**config.mk**
```make
export PLATFORM = sky130hd
export DESIGN_NAME = tone_period_meter
export DESIGN_NICKNAME = d
export VERILOG_FILES = /design/src/rtl/tone_period_meter.sv
export SDC_FILE = /design/constraint.sdc
export NUM_CORES = 1
export LEC_CHECK = 0
export CAP_MARGIN = 20
export CORE_ASPECT_RATIO = 0.6
export CORE_MARGIN = 4
export CORE_UTILIZATION = 40
export DETAILED_ROUTE_END_ITERATION = 7
export PLACE_DENSITY_LB_ADDON = 0.2
export SKIP_LAST_GASP = 1
export SLEW_MARGIN = 20
export SYNTH_ARGS = -nofsm -noshare
export SYNTH_HDL_FRONTEND = slang
export SYNTH_SLANG_ARGS = --single-unit
export TNS_END_PERCENT = 50
```
**constraint.sdc**
```tcl
create_clock -name clk -period 8.32 [get_ports clk]
set_input_delay 0.832 -clock clk [delete_from_list [all_inputs] [get_ports clk]]
set_output_delay 0.832 -clock clk [all_outputs]
set_load 0.005 [all_outputs]
```
**src/rtl/tone_period_meter.sv**
```systemverilog
// tone_period_meter: measures half-periods of an asynchronous square wave,
// locks onto in-range tones and reports the sweep direction between measurements.
module tone_period_meter #(
   parameter int CNT_W    = 16,
   parameter int MIN_HALF = 8193,
   parameter int MAX_HALF = 16321,
   parameter int LOCK_CNT = 4
) (
   input  logic             clk,
   input  logic             reset,
   input  logic             tone_in,
   output logic [CNT_W-1:0] period,
   output logic             period_valid,
   output logic             tone_present,
   output logic [1:0]       trend
);
   typedef enum logic [1:0] {IDLE, MEASURE, LOCKED} state_t;
   localparam logic [CNT_W-1:0] CNT_MAX = '1;
   localparam logic [CNT_W-1:0] LO      = CNT_W'(MIN_HALF);
   localparam logic [CNT_W-1:0] HI      = CNT_W'(MAX_HALF);
   localparam logic [4:0]       LOCK    = 5'(LOCK_CNT);

   state_t           state_q, state_d;
   logic             s1_q, s2_q, s3_q, tgl, in_range;
   logic [CNT_W-1:0] cnt_q, cnt_d, period_q, period_d, m;
   logic [4:0]       good_q, good_d, good_inc;
   logic             valid_q, valid_d, prev_q, prev_d;
   logic [1:0]       trend_q, trend_d;

   always_comb begin
      tgl      = s2_q ^ s3_q;
      // m doubles as the saturating counter increment
      m        = (cnt_q == CNT_MAX) ? CNT_MAX : cnt_q + 1'b1;
      in_range = (m >= LO) && (m <= HI);
      good_inc = good_q + 5'd1;
      cnt_d    = tgl ? '0 : m;
      state_d  = state_q;
      period_d = period_q;
      valid_d  = 1'b0;
      trend_d  = trend_q;
      good_d   = good_q;
      prev_d   = prev_q;
      if (state_q == IDLE) begin
         if (tgl) begin
            state_d = MEASURE;
            prev_d  = 1'b0;
         end
      end else if (tgl) begin
         period_d = m;
         valid_d  = 1'b1;
         prev_d   = 1'b1;
         trend_d  = !prev_q ? 2'b00 : (m > period_q) ? 2'b01 : (m < period_q) ? 2'b10 : 2'b00;
         good_d   = !in_range ? 5'd0 : (good_inc >= LOCK) ? LOCK : good_inc;
         state_d  = (in_range && good_inc >= LOCK) ? LOCKED : MEASURE;
      end else if (cnt_q == CNT_MAX) begin
         state_d = IDLE;
         good_d  = 5'd0;
         trend_d = 2'b00;
      end
   end

   always_ff @(posedge clk or posedge reset) begin
      if (reset) begin
         s1_q     <= 1'b0;
         s2_q     <= 1'b0;
         s3_q     <= 1'b0;
         cnt_q    <= '0;
         state_q  <= IDLE;
         period_q <= '0;
         valid_q  <= 1'b0;
         trend_q  <= 2'b00;
         good_q   <= 5'd0;
         prev_q   <= 1'b0;
      end else begin
         s1_q     <= tone_in;
         s2_q     <= s1_q;
         s3_q     <= s2_q;
         cnt_q    <= cnt_d;
         state_q  <= state_d;
         period_q <= period_d;
         valid_q  <= valid_d;
         trend_q  <= trend_d;
         good_q   <= good_d;
         prev_q   <= prev_d;
      end
   end

   assign period       = period_q;
   assign period_valid = valid_q;
   assign tone_present = (state_q == LOCKED);
   assign trend        = trend_q;
endmodule

```
==> results summary <==
Walking the worst path, the cells encountered are nand3_1, or3_4, nor3_1, xor2_1, nor2_1, inv_1, ha_1, nand4_1, nor2_1, o21ai_0, o211ai_1, a41oi_1, a32o_1. TritonCTS built the clock tree. The slowest stage of the critical path belongs to the cell or3_4. The number of antenna diodes is 0. The DRC violations left is 0. The delay of the slowest cell on the worst path is 550 ps. The vias per cell is 5.09. The number of sinks on the clock net came out at 46. The number of setup buffers added after CTS is 0. The global route total overflow came out at 0. Setup repair after global routing left no endpoint under its margin. TritonCTS created 5 clock buffers.

The worst register-to-register path ends at trend[1]. The initial antenna violation count is 0. The maximum clock rate came out at 0.295 GHz. The layout-stage area growth over the synthesis result came out at 15.6%. Buffers inserted to repair hold after CTS numbered 0.

The setup violation total in the final timing report came out at 0. The critical path in this run is classified as reg2reg. The filler cell count came out at 582. The category of the worst setup path capture point is a flop. The final total negative setup slack came out at 0 ps. The share of the clock period used by the worst path came out at 40.7%. The highest fanout seen on the critical path came out at 11. The all-layer global routing usage is 16.0%.

Of the post-synthesis cell area, the dominant cell type holds 43.0%. The post-detailed-route wirelength per cell is 15.0 um. The area of the multi-input gates came out at 0.00135 mm^2. The final RePlAce weighted congestion is 0.846. Yosys attributes the largest share of cell area to dfrtp_1 (43%), ha_1 (8.0%), nor2_1 (5.5%), nand2_1 (4.5%), inv_1 (4.1%). The final-report max-slew violation count is 0. The cell with the most instances after synthesis is dfrtp_1.

The number of unique standard cell types used by synthesis is 51. The share of synthesized flip-flops with an asynchronous set or reset came out at 100%. The area of the die is 0.00810 mm^2. The tool flagged a number of max-cap violations equal to 0. The worst reg-to-reg setup slack came out at 4930 ps. The insertion delay of the later-clocked pin in the worst-skew pair came out at 300 ps. In this run the tightest slew margin relative to its limit is 55.1%. The final worst-path setup slack is 4930 ps. The flow ran to the end, and the final reports show no timing, DRC or antenna violations. The synthesized design spends more area on one cell type than any other, namely dfrtp_1. The post-route antenna net violation count came out at 0. The time the worst path needs with I/O delays and setup is 3390 ps. For this block, the routed nets add up to 6040 um of wire. The cell area that synthesis handed to floorplanning was 0.00268 mm^2.

The area used by sequential logic in the layout is 0.00115 mm^2. The worst hold path belongs to the class reg2reg. The arrival time at the worst endpoint is 3580 ps.

The leakage power of the design came out at 1.43 nW. The number of DRC markers after the initial detailed-route iteration is 81. The total of flip-flops plus latches after synthesis came out at 46. The maximum number of pins on one net before global-route repair is 47. The count of buffers from port buffering is 22. The top flip-flop cell by instance count after synthesis is dfrtp_1.

The share of post-route cells with drive strength above 1 is 7.84%. For the pin with the worst max-slew slack, the measured transition is 674 ps. For this run, the number of Yosys warnings is 0. The standard cell core area came out at 0.00630 mm^2. Timing analysis after detailed placement gives a worst setup slack of 5010 ps.

The final number of hold-violating endpoints was 0. The final setup skew is 5.56 ps. The horizontal die dimension is 114 um. The depth of the CTS H-tree came out at 2.

The CTS clock-pin slew for the worst setup and hold paths is 80 ps. The tree is rooted in a clkbuf_8. Across the VDD grid, the largest voltage drop is 0.0968 mV. At the worst endpoint, the required time is 8510 ps. The post-cts resize count is 0. The worst hold path begins at s1_q. The worst hold path terminates at s2_q. In this run the critical register-to-register path is launched from cnt_q[2]. The worst setup path is launched from a flop. In the synthesized netlist, the cells that appear most often are dfrtp_1 (46), nor2_1 (39), nand2_1 (32). The starting density of the core is 42.4%.

The post-synth net total came out at 318. The number of synthesized flops with an enable pin is 0. The post-synthesis average cell area came out at 8.98 um^2. The depth of the worst hold-timing path is 0. The number of search-and-repair iterations in the first detailed-routing pass is 4. The cell area power density came out at 163 mW/mm^2.

Among the stages of the critical path, the cell type that occurs most often is nor2_1. At the end of the flow, the number of nets in the layout was 338. The maximum clock insertion buffer count came out at 2. The first global-routing pass estimated 10100 um of wire. The cell depth of the worst flop-to-flop path is 13.

The via count of the first global-routing pass came out at 1941. The number of vias after detailed routing came out at 2050. Sequential elements use 43.0% of the synthesized area. Row generation in the floorplan step produced 22 rows. The I/O pin count came out at 23. The die height came out at 71.3 um. After legalization and detailed placement, the total HPWL measured 4380 um. Synthesis produced a netlist whose cell count is 298.
-- cell type report --
type | count | area share [%]
inverter | 30 | 3.64
clock buffer | 7 | 2.47
sequential | 46 | 37.2
tap | 84 | 3.40
multi-input combinational | 209 | 43.6
clock inverter | 1 | 0.971
timing repair buffer | 26 | 8.74
-- registers in the layout (all words and copies together), names as in the netlist --
signal	flops
s2_q	1
period	16
cnt_q	16
prev_q	1
state_q	2
good_q	5
trend	2
period_valid	1
s1_q	1
s3_q	1
-- worst max-delay path by stage --
stage | slack, ps | startpoint | cells past startpoint | to
6_report | 4930 | cnt_q[2] | 13 | trend[1]
3_5_place_dp | 5010 | cnt_q[2] | 13 | trend[1]
5_1_grt | 4590 | cnt_q[2] | 13 | trend[1]
2_1_floorplan | 5570 | cnt_q[0] | 13 | trend[1]
4_1_cts | 4980 | cnt_q[2] | 13 | trend[1]
3_3_place_gp | 5100 | cnt_q[2] | 13 | trend[1]
-- per-stage QoR --
stage	hold slack, ps	cell area [um^2]	power [mW]	utilization, %	cells
final	354	3090	0.505	49.1	403
after global routing	363	3090	0.534	49.1	403
after CTS	359	3070	0.510	48.6	402
after detailed placement	339	2960	0.342	46.9	394
after global placement	335	2960	0.342	46.9	394
after floorplan	331	2680	0.305	-	298
-- cells by family (layout without fill, tap and decap cells) --
logic type / count (synthesis) / in the layout / share of synthesized area (%)
AND/OR/NAND/NOR: 116 / 116 / 22.0
AO/OA/AOI/OAI: 59 / 59 / 14.1
flip-flops: 46 / 46 / 43.0
buffers and inverters: 43 / 64 / 6.73
adder cells (fa/ha/maj): 18 / 18 / 8.33
XOR/XNOR: 12 / 12 / 4.21
multiplexers: 4 / 4 / 1.54
-- power breakdown --
group / total (mW) / internal (mW) / leakage [nW] / switching, mW
sequential: 0.245 / 0.235 / 0.613 / 0.00925
clock: 0.166 / 0.0900 / 0.0524 / 0.0763
combinational: 0.0944 / 0.0459 / 0.768 / 0.0485
-- layer usage --
metal	wire, um	global-route usage (%)	vias up
met3	338	3.63	8
met5	0	0	-
li1	-	-	1053
met1	3440	26.4	934
met2	2200	20.2	55
met4	61	4.00	0
-- placed cells by master (no fill, tap or decap), types with 2 or more instances in the layout --
cell             synthesis  routed
buf_4                    4       3
o21a_1                   4       4
clkbuf_1                 5       2
clkdlybuf4s50_1          0      22
o21ai_0                 21      21
inv_2                    1       2
clkbuf_8                 0       5
dfrtp_1                 46      46
nand3_1                 10      10
o2111ai_1                2       2
nor3_1                   4       4
and2_1                   5       5
nor2b_1                  3       3
nand2b_1                 2       2
nor4_1                   3       3
a22o_1                   4       4
nand4_1                  6       6
inv_1                   29      28
ha_1                    17      17
a21oi_1                 12      12
nand2_1                 32      32
xor2_1                   3       3
a21o_1                   3       3
xnor2_1                  8       8
nor4_2                   3       3
mux2i_1                  3       3
nor2_1                  39      39
-- worst max-delay path: cells and delay by family (launching register included) --
family	cells	cell delay (ps)
fa+ha+maj	1	280
xor+xnor	1	100
buf+inv	1	70
flops	1	440
compound gates	4	660
simple gates	6	1740
(Power assumes the default switching activity.)
